[src/rtl/sequencer_pkg.sv]
// Shared types and constants for the block sequencer.
// Block geometry is fixed: one 64-bit block is two 32-bit words, high word first.
package sequencer_pkg;

  typedef enum logic [3:0] {
    IDLE    = 4'd0,
    RD_HI   = 4'd1,
    RD_HI_W = 4'd2,
    RD_LO   = 4'd3,
    RD_LO_W = 4'd4,
    CIPH    = 4'd5,
    WR_HI   = 4'd6,
    WR_LO   = 4'd7,
    NEXT    = 4'd8
  } seq_state_e;

  localparam logic [31:0] BLOCK_BYTES = 32'd8;
  localparam logic [31:0] WORD_OFFSET = 32'd4;

  // Byte address of the high or low word of block idx; wraps modulo 2^32.
  function automatic logic [31:0] block_addr(input logic [31:0] base,
                                             input logic [15:0] idx,
                                             input logic        lo_word);
    logic [31:0] addr;
    addr = base + ({16'd0, idx} * BLOCK_BYTES);
    addr = addr + (lo_word ? WORD_OFFSET : 32'd0);
    return addr;
  endfunction

endpackage

[src/rtl/seq_timer.sv]
// Cycle counter that flags expiry after TIMEOUT_CYCLES enabled cycles.
// Cleared synchronously by clear; holds its count while disabled.
module seq_timer #(
  parameter int unsigned TIMEOUT_CYCLES = 255
) (
  input  logic HCLK,
  input  logic HRESET,
  input  logic enable,
  input  logic clear,
  output logic expired
);

  localparam int unsigned CNT_W = $clog2(TIMEOUT_CYCLES + 1);
  localparam logic [CNT_W-1:0] LAST_CNT = CNT_W'(TIMEOUT_CYCLES - 1);

  logic [CNT_W-1:0] cnt_r;

  // Count enabled cycles; expiry is seen during the TIMEOUT_CYCLES-th one.
  always_ff @(posedge HCLK or negedge HRESET) begin
    if (!HRESET) begin
      cnt_r <= {CNT_W{1'b0}};
    end else if (clear) begin
      cnt_r <= {CNT_W{1'b0}};
    end else if (enable && !expired) begin
      cnt_r <= cnt_r + CNT_W'(1);
    end else begin
      cnt_r <= cnt_r;
    end
  end

  assign expired = enable && (cnt_r == LAST_CNT);

endmodule

[src/rtl/block_sequencer.sv]
// Streams 64-bit blocks from memory through an external cipher core and back.
// Optional cipher watchdog: define CIPHER_TIMEOUT_EN to abort jobs whose core never answers.
module block_sequencer
  import sequencer_pkg::*;
#(
  parameter int unsigned TIMEOUT_CYCLES = 255
) (
  input  logic        HCLK,
  input  logic        HRESET,
  input  logic        start,
  input  logic [31:0] src_addr,
  input  logic [31:0] dst_addr,
  input  logic [15:0] num_blocks,
  output logic        mem_req,
  output logic        mem_write,
  output logic [31:0] mem_addr,
  output logic [31:0] mem_wdata,
  input  logic        mem_gnt,
  input  logic        mem_rvalid,
  input  logic [31:0] mem_rdata,
  output logic        cipher_start,
  output logic [63:0] cipher_in,
  input  logic        cipher_done,
  input  logic [63:0] cipher_out,
  output logic        busy,
  output logic        done,
  output logic        error
);

  seq_state_e  state_r, state_s;
  logic [31:0] src_r, src_s, dst_r, dst_s;
  logic [15:0] num_r, num_s, blk_r, blk_s;
  logic [63:0] cin_r, cin_s, res_r, res_s;
  logic        cipher_start_r, cipher_start_s;
  logic        done_r, done_s;
  logic        busy_r;
  logic        mem_req_r, mem_req_s, mem_write_r, mem_write_s;
  logic [31:0] mem_addr_r, mem_addr_s, mem_wdata_r, mem_wdata_s;
  logic        timer_en_s, timer_clr_s, timeout_s;

  // Next-state and job-context update.
  always_comb begin
    state_s        = state_r;
    src_s          = src_r;
    dst_s          = dst_r;
    num_s          = num_r;
    blk_s          = blk_r;
    cin_s          = cin_r;
    res_s          = res_r;
    cipher_start_s = 1'b0;
    done_s         = 1'b0;
    case (state_r)
      IDLE: begin
        if (start) begin
          src_s = src_addr;
          dst_s = dst_addr;
          num_s = num_blocks;
          blk_s = 16'd0;
          if (num_blocks == 16'd0) begin
            done_s = 1'b1;
          end else begin
            state_s = RD_HI;
          end
        end else begin
          state_s = IDLE;
        end
      end
      RD_HI: begin
        if (mem_gnt) state_s = RD_HI_W;
        else         state_s = RD_HI;
      end
      RD_HI_W: begin
        if (mem_rvalid) begin
          cin_s[63:32] = mem_rdata;
          state_s      = RD_LO;
        end else begin
          state_s = RD_HI_W;
        end
      end
      RD_LO: begin
        if (mem_gnt) state_s = RD_LO_W;
        else         state_s = RD_LO;
      end
      RD_LO_W: begin
        if (mem_rvalid) begin
          cin_s[31:0]    = mem_rdata;
          cipher_start_s = 1'b1;
          state_s        = CIPH;
        end else begin
          state_s = RD_LO_W;
        end
      end
      CIPH: begin
        // A result arriving in the expiry cycle still wins over the watchdog.
        if (cipher_done) begin
          res_s   = cipher_out;
          state_s = WR_HI;
        end else if (timeout_s) begin
          state_s = IDLE;
        end else begin
          state_s = CIPH;
        end
      end
      WR_HI: begin
        if (mem_gnt) state_s = WR_LO;
        else         state_s = WR_HI;
      end
      WR_LO: begin
        if (mem_gnt) state_s = NEXT;
        else         state_s = WR_LO;
      end
      NEXT: begin
        if (({1'b0, blk_r} + 17'd1) < {1'b0, num_r}) begin
          blk_s   = blk_r + 16'd1;
          state_s = RD_HI;
        end else begin
          done_s  = 1'b1;
          state_s = IDLE;
        end
      end
      default: begin
        state_s = IDLE;
      end
    endcase
  end

  // Memory request fields are a pure function of the next state and job context,
  // so they stay constant for as long as a request is stalled.
  always_comb begin
    mem_req_s   = 1'b0;
    mem_write_s = 1'b0;
    mem_addr_s  = 32'd0;
    mem_wdata_s = 32'd0;
    case (state_s)
      RD_HI: begin
        mem_req_s  = 1'b1;
        mem_addr_s = block_addr(src_s, blk_s, 1'b0);
      end
      RD_LO: begin
        mem_req_s  = 1'b1;
        mem_addr_s = block_addr(src_s, blk_s, 1'b1);
      end
      WR_HI: begin
        mem_req_s   = 1'b1;
        mem_write_s = 1'b1;
        mem_addr_s  = block_addr(dst_s, blk_s, 1'b0);
        mem_wdata_s = res_s[63:32];
      end
      WR_LO: begin
        mem_req_s   = 1'b1;
        mem_write_s = 1'b1;
        mem_addr_s  = block_addr(dst_s, blk_s, 1'b1);
        mem_wdata_s = res_s[31:0];
      end
      default: begin
        mem_req_s = 1'b0;
      end
    endcase
  end

  // State and job-context registers.
  always_ff @(posedge HCLK or negedge HRESET) begin
    if (!HRESET) begin
      state_r <= IDLE;
      src_r   <= 32'd0;
      dst_r   <= 32'd0;
      num_r   <= 16'd0;
      blk_r   <= 16'd0;
      cin_r   <= 64'd0;
      res_r   <= 64'd0;
    end else begin
      state_r <= state_s;
      src_r   <= src_s;
      dst_r   <= dst_s;
      num_r   <= num_s;
      blk_r   <= blk_s;
      cin_r   <= cin_s;
      res_r   <= res_s;
    end
  end

  // Output registers; all clear the instant reset asserts.
  always_ff @(posedge HCLK or negedge HRESET) begin
    if (!HRESET) begin
      mem_req_r      <= 1'b0;
      mem_write_r    <= 1'b0;
      mem_addr_r     <= 32'd0;
      mem_wdata_r    <= 32'd0;
      cipher_start_r <= 1'b0;
      done_r         <= 1'b0;
      busy_r         <= 1'b0;
    end else begin
      mem_req_r      <= mem_req_s;
      mem_write_r    <= mem_write_s;
      mem_addr_r     <= mem_addr_s;
      mem_wdata_r    <= mem_wdata_s;
      cipher_start_r <= cipher_start_s;
      done_r         <= done_s;
      busy_r         <= (state_s != IDLE);
    end
  end

`ifdef CIPHER_TIMEOUT_EN
  logic error_r;

  assign timer_en_s = (state_r == CIPH);

  // Sticky abort flag; a newly accepted job starts clean.
  always_ff @(posedge HCLK or negedge HRESET) begin
    if (!HRESET) begin
      error_r <= 1'b0;
    end else if ((state_r == IDLE) && start) begin
      error_r <= 1'b0;
    end else if ((state_r == CIPH) && !cipher_done && timeout_s) begin
      error_r <= 1'b1;
    end else begin
      error_r <= error_r;
    end
  end

  assign error = error_r;
`else
  assign timer_en_s = 1'b0;
  assign error      = 1'b0;
`endif

  assign timer_clr_s = (state_r != CIPH);

  seq_timer #(
    .TIMEOUT_CYCLES(TIMEOUT_CYCLES)
  ) u_timer (
    .HCLK   (HCLK),
    .HRESET (HRESET),
    .enable (timer_en_s),
    .clear  (timer_clr_s),
    .expired(timeout_s)
  );

  assign mem_req      = mem_req_r;
  assign mem_write    = mem_write_r;
  assign mem_addr     = mem_addr_r;
  assign mem_wdata    = mem_wdata_r;
  assign cipher_start = cipher_start_r;
  assign cipher_in    = cin_r;
  assign busy         = busy_r;
  assign done         = done_r;

endmodule

[config.mk]
export PLATFORM = sky130hd
export DESIGN_NAME = block_sequencer
export DESIGN_NICKNAME = d
export VERILOG_FILES = /design/src/rtl/sequencer_pkg.sv /design/src/rtl/seq_timer.sv /design/src/rtl/block_sequencer.sv
export SDC_FILE = /design/constraint.sdc
export NUM_CORES = 1
export LEC_CHECK = 0
export CAP_MARGIN = 20
export CORE_MARGIN = 2
export CORE_UTILIZATION = 48
export CTS_CLUSTER_DIAMETER = 200
export DETAILED_ROUTE_END_ITERATION = 8
export PLACE_DENSITY = 0.8
export SLEW_MARGIN = 10
export SYNTH_ARGS = -nofsm -noshare
export SYNTH_HDL_FRONTEND = slang
export SYNTH_SLANG_ARGS = --single-unit
[constraint.sdc]
create_clock -name HCLK -period 6.63 [get_ports HCLK]
set_clock_uncertainty 0.2 [all_clocks]
set_input_delay 1.989 -clock HCLK [delete_from_list [all_inputs] [get_ports HCLK]]
set_output_delay 1.989 -clock HCLK [all_outputs]
set_load 0.02 [all_outputs]
* Yosys cells after proc, flatten, opt, wreduce, memory -nomap -nowiden *
Index checks and enable logic that the tools add are counted.
W data, S select, Z words.

storage, ports and cells
  logic and storage cells = 72
  register bits = 297
  input port bits = 182

operators by class
  magnitude comparators = 1
  reductions and logical operators = 8
  equality and inequality tests = 12
  multiplexer cells = 30
  add/sub/neg operators = 6

operators with widths
  kind                     number
  $mux W32                 4
  $mux W64                 2
  $pmux W32 S4             1
  $add A32 B19 Y32         2
  $add A32 B3 Y32 const B  2
  $pmux W32 S2             1
  $pmux W4 S9              1
  $mux W16                 2
  $pmux W16 S2             1
  $eq A4 B3 Y1 const B     6
  $add A16 B1 Y17 const B  1
  $lt A17 B16 Y1           1
  $add A16 B1 Y16 const B  1
  $logic_not A16 Y1        1
  $eq A4 B2 Y1 const B     3
  $mux W4                  3
  $mux W1                  11
  $eq A4 B1 Y1 const B     2
  $reduce_and A2 Y1        3
  $eq A4 B4 Y1 const B     1
  $logic_not A4 Y1         1
  $mux W2                  2
  $reduce_bool A4 Y1       1
  $reduce_or A4 Y1         1
  other kinds (3)          3

* Logic depth before layout (Yosys ltp) *
  depth in word-level cells = 7
  mapped depth = 29
  gate-level depth less buffers = 27

* Modules after synthesis *
A second synthesis with hierarchy kept.

unflattened totals
  cells, all modules = 1663
  area, all modules = 16320.7 um^2

by module, submodules not included
  module           cells an instance  times used  area each (um^2)
  block_sequencer  1616               1           15831.4
  seq_timer        47                 1           489.2

* Worst setup path before layout *
Ideal clock, no wire load.

  path type = input-to-reg
  from = input port start
  to = register mem_addr_r[29], in the netlist mem_addr[29]
  data required time = 6.310 ns
  setup time = 0.120 ns
  path slack = -0.389 ns
  stages on the path = 22
  data arrival time = 6.699 ns
  path through = nor2b_1 buf_1 nand2_1 buf_2 buf_4 clkbuf_1 and2_0 nand2_1 o21ai_0 ha_1 inv_1 fa_1 nand2b_1 a21oi_2 o211a_2 a21oi_1 xnor2_1 or3b_1 a211oi_4 nand3_1 or3b_1 a31o_1

between the ends
  longest elaborated chain between the ends = 5

ends and longest elaborated chain
  item                    line                    text
  start: declaration      block_sequencer.sv:10   input logic start,
  $mux W16 *              block_sequencer.sv:54   if (start) begin
  $pmux W16 S2 *          block_sequencer.sv:52   case (state_r)
  net blk_s[0]            block_sequencer.sv:32   logic [15:0] num_r, num_s, blk_r, blk_s;
  $add A32 B19 Y32        sequencer_pkg.sv:25     addr = base + ({16'd0, idx} * BLOCK_BYTES);
  $add A32 B3 Y32         sequencer_pkg.sv:26     addr = addr + (lo_word ? WORD_OFFSET : 32'd0);
  $pmux W32 S4 *          block_sequencer.sv:134  case (state_s)
  net mem_addr_s[29]      block_sequencer.sv:38   logic [31:0] mem_addr_r, mem_addr_s, mem_wdata_r, mem_wdata_s;
  end signal: assignment  block_sequencer.sv:195  mem_addr_r <= mem_addr_s;
  end: declaration        block_sequencer.sv:38

Mark *: on every way through the listed nets, which the timed path passes. The rest lies on a longest branch.
A chain may end at the register's enable or synchronous reset.

* Final worst setup path *
  from = register blk_r[4]
  to = register mem_addr_r[31], in the netlist mem_addr[31]

between the ends
  longest elaborated chain between the ends = 7

ends and longest elaborated chain
  item                      line                    text
  start: declaration        block_sequencer.sv:32
  start signal: assignment  block_sequencer.sv:176  blk_r <= blk_s;
  $add A16 B1 Y17 *         block_sequencer.sv:113  if (({1'b0, blk_r} + 17'd1) < {1'b0, num_r}) begin
  $lt A17 B16 Y1 *          block_sequencer.sv:113
  $mux W16 *                block_sequencer.sv:113
  $pmux W16 S2 *            block_sequencer.sv:52
  net blk_s[2]              block_sequencer.sv:32
  $add A32 B19 Y32          sequencer_pkg.sv:25
  $add A32 B3 Y32           sequencer_pkg.sv:26
  $pmux W32 S4 *            block_sequencer.sv:134
  net mem_addr_s[31]        block_sequencer.sv:38

Marks and branches as above.

==> flow_metrics.tcl <==
set metrics [dict create \
    status "complete, no violations" \
    hold-worst-slack_ps 278 \
    maximum_number_of_pins_on_one_net_before_global_route_repair 110 \
    synth-edff-count 0 \
    yosysSeqAreaShare 0.463 \
    route.detailed.wl_per_inst_um 20.5 \
    dp_worst_setup_slack_ps -140 \
    number_of_global_route_vias_before_repair 14585 \
    ys_async_sr_fraction 1.00 \
    grt_first_pass_wirelength_um 80500 \
    grt-ovfl-total 0 \
    routed-via-count 14320 \
    initialDrtViolationCount 978 \
    worst_ep_required_time_ps 6840 \
    slew_viol_final 0 \
    io_buffers 314 \
    h_tree_levels 1 \
    post_synth_main_area_contributors "sky130_fd_sc_hd__dfrtp_1, sky130_fd_sc_hd__mux2_2, sky130_fd_sc_hd__nand2_1" \
    most-common-layout-cells "sky130_fd_sc_hd__clkdlybuf4s50_1, sky130_fd_sc_hd__dfrtp_1, sky130_fd_sc_hd__nand2_1" \
    synth_area_leader_cell "sky130_fd_sc_hd__dfrtp_1" \
    mappedNetlistNets 1813 \
    worst_setup_path_end_kind "register" \
    root_buffer_cell "sky130_fd_sc_hd__clkbuf_16" \
    share_of_post_route_cells_with_drive_strength_above_1 0.235 \
    gp_routability_congestion 0.991 \
    grtUsageTotal 0.288 \
    detail-route-antenna-nets 0 \
    placeableCoreArea_um2 32800 \
    final.min_clock_period_ps 6510 \
    place.detailed.hpwl_um 38700 \
    arrival_ps 6730 \
    hold_buffers 0 \
    crit_path_start_kind "register" \
    drt_pass1_iterations 6 \
    timing.final.setup_violations 0 \
    post-route-worst-setup-slack_ps 118 \
    cts-root-to-sink-buffers 3 \
    layout.cells.most_common "sky130_fd_sc_hd__clkdlybuf4s50_1" \
    wl_met3_um 2960 \
    wl_met2_um 25700 \
    max_cap_viol_count 0 \
    postSynthRegisterBits 297 \
    p_leak_nw 9.89 \
    synthesis.yosys.warnings 0 \
    cts-buffers-inserted 31 \
    num-nets-final 2281 \
    floorplan.die.width_um 187 \
    critPathMaxFanout 7 \
    power_density_nw_per_um2 527 \
    wirelength_met1_um 21000 \
    row_count 66 \
    post-route-drc-count 0 \
    clock_latency_ps 570 \
    clkTransAtPathRegs_ps 70 \
    fp.dieH_um 187 \
    grt_antenna_before_repair 1 \
    synth_area_um2 16100 \
    timing.fmax_ghz 0.154 \
    timing.final.hold_violations 0 \
    synth_cell_types 96 \
    cts_tree "built" \
    postSynthCellCount 1580 \
    avgViaCountPerCell 5.70 \
    worst_slew_margin_rel 0.347 \
    initial_utilization 0.490 \
    hp-class "register to register" \
    worst_pin_slew_ps 977 \
    cts.sinks 297 \
    ios 316 \
    critical_path_class "register to register" \
    postSynth.topFlopCell "sky130_fd_sc_hd__dfrtp_1" \
    synthToLayoutAreaGrowth_pct 39.3 \
    synth.top_cell.area_share 0.463 \
    total_wirelength_um 51500 \
    top_layer "met4" \
    ir_worst_vdd_mv 0.293 \
    design.die.area_um2 35000 \
    final_min_period_over_clock_period 0.982 \
    syn-mean-instance-area_um2 10.2 \
]
layer usage:
metal | GRT usage | up-vias
met5 | 0 | -
met4 | 0.100 | 0
met3 | 0.0424 | 111
met2 | 0.504 | 569
met1 | 0.363 | 7009
li1 | - | 6631
path summary, 6_finish.rpt:
check,from,to,slack (ps),depth (start not counted)
worst max-delay path,blk_r[4],mem_addr[31],120,26
worst min-delay path,num_r[0],num_r[0],280,2
worst max register to register,blk_r[4],mem_addr[31],120,26
worst min register to register,num_r[0],num_r[0],280,2
max in group asynchronous,HRESET,cipher_in[1],3960,2
min in group asynchronous,HRESET,mem_wdata[25],1220,1
critical path, cell delays in order, from the launching register on:
cell                       delay, ps
sky130_fd_sc_hd__dfrtp_1         360
sky130_fd_sc_hd__and3_1          200
sky130_fd_sc_hd__and3_4          210
sky130_fd_sc_hd__and3_1          200
sky130_fd_sc_hd__and2_4          170
sky130_fd_sc_hd__nand2_1          90
sky130_fd_sc_hd__xnor2_2         170
sky130_fd_sc_hd__ha_1            300
sky130_fd_sc_hd__a21o_1          170
sky130_fd_sc_hd__a21oi_1         180
sky130_fd_sc_hd__o221ai_2        170
sky130_fd_sc_hd__a211o_1         340
sky130_fd_sc_hd__and2_4          190
sky130_fd_sc_hd__o21ai_0         150
sky130_fd_sc_hd__o21ai_1         120
sky130_fd_sc_hd__ha_1            360
sky130_fd_sc_hd__nor2b_1         170
sky130_fd_sc_hd__o31a_1          280
sky130_fd_sc_hd__o21a_4          260
sky130_fd_sc_hd__a211oi_4        270
sky130_fd_sc_hd__nor3_1           90
sky130_fd_sc_hd__or4b_4          510
sky130_fd_sc_hd__a221oi_4        400
sky130_fd_sc_hd__nand4_1         210
sky130_fd_sc_hd__buf_4           200
sky130_fd_sc_hd__nor4_2          250
sky130_fd_sc_hd__o31ai_1         130
synth_stat cells (all sizes together) (5+ instances only):
library cell	n
a211oi	20
a21boi	5
a21o	16
a21oi	64
a22o	35
a22oi	9
a31oi	9
and2	12
and3	6
buf	30
clkbuf	52
dfrtp	297
ha	49
inv	53
mux2	137
mux2i	26
nand2	246
nand2b	23
nand3	52
nand4	31
nor2	58
nor2b	9
nor3	18
nor4	15
o211ai	13
o21a	13
o21ai	77
o221ai	14
o22ai	10
o311ai	5
o31ai	8
or3	13
or4	7
xnor2	51
xor2	24
cell type report:
class                           count  area [µm²]
Clock buffer                       44         905
Antenna cell                        1        2.50
Fill cell                        2371       10400
Multi-Input combinational cell   1148        8400
Timing Repair Buffer              517        4740
Clock inverter                     10         154
Tap cell                          442         553
Sequential cell                   297        7430
Inverter                           53         199
through the flow:
step	power, mW	instances	util	TNS [ps]	instance area, µm²
floorplan	6.84	1580	-	0	16100
global placement	9.45	2446	0.639	-34.2	20900
detailed placement	9.65	2446	0.639	-477	20900
CTS	11.5	2501	0.672	0	22000
global route	12.5	2512	0.683	-462	22400
finish	11.8	2512	0.683	0	22400
sequential cells by signal, summed over array words and instances (netlist names):
signal	count
mem_req	1
dst_r	32
mem_write	1
cipher_start	1
cipher_in	64
blk_r	16
state_r	4
done	1
res_r	64
mem_addr	32
mem_wdata	32
num_r	16
busy	1
src_r	32
power by group:
part / internal, mW / switching (mW) / leakage [nW] / total [mW]
Sequential: 2.64 / 0.394 / 3.73 / 3.03
Combinational: 3.14 / 3.82 / 5.63 / 6.96
Clock: 1.09 / 0.710 / 0.526 / 1.80
Total: 6.87 / 4.92 / 9.89 / 11.8
logic make-up (layout without fill, tap and decap cells):
| group | Yosys count | count (layout) | synth area share |
|---|---|---|---|
| buffers and inverters | 135 | 624 | 0.0368 |
| AOI/OAI and AO/OA | 345 | 345 | 0.152 |
| DFF | 297 | 297 | 0.463 |
| muxes | 163 | 163 | 0.112 |
| xor gates and xnor gates | 75 | 75 | 0.0409 |
| other | 1 | 2 | 0.000233 |
| and+or+nand+nor | 513 | 513 | 0.154 |
| adders and majority gates | 51 | 51 | 0.0407 |
timing repair:
item	CTS	global route
endpoints found under the setup margin	5	19
buffers inserted	1	9
resized for setup	4	69
pin swaps	1	21
(Power assumes the default switching activity.)
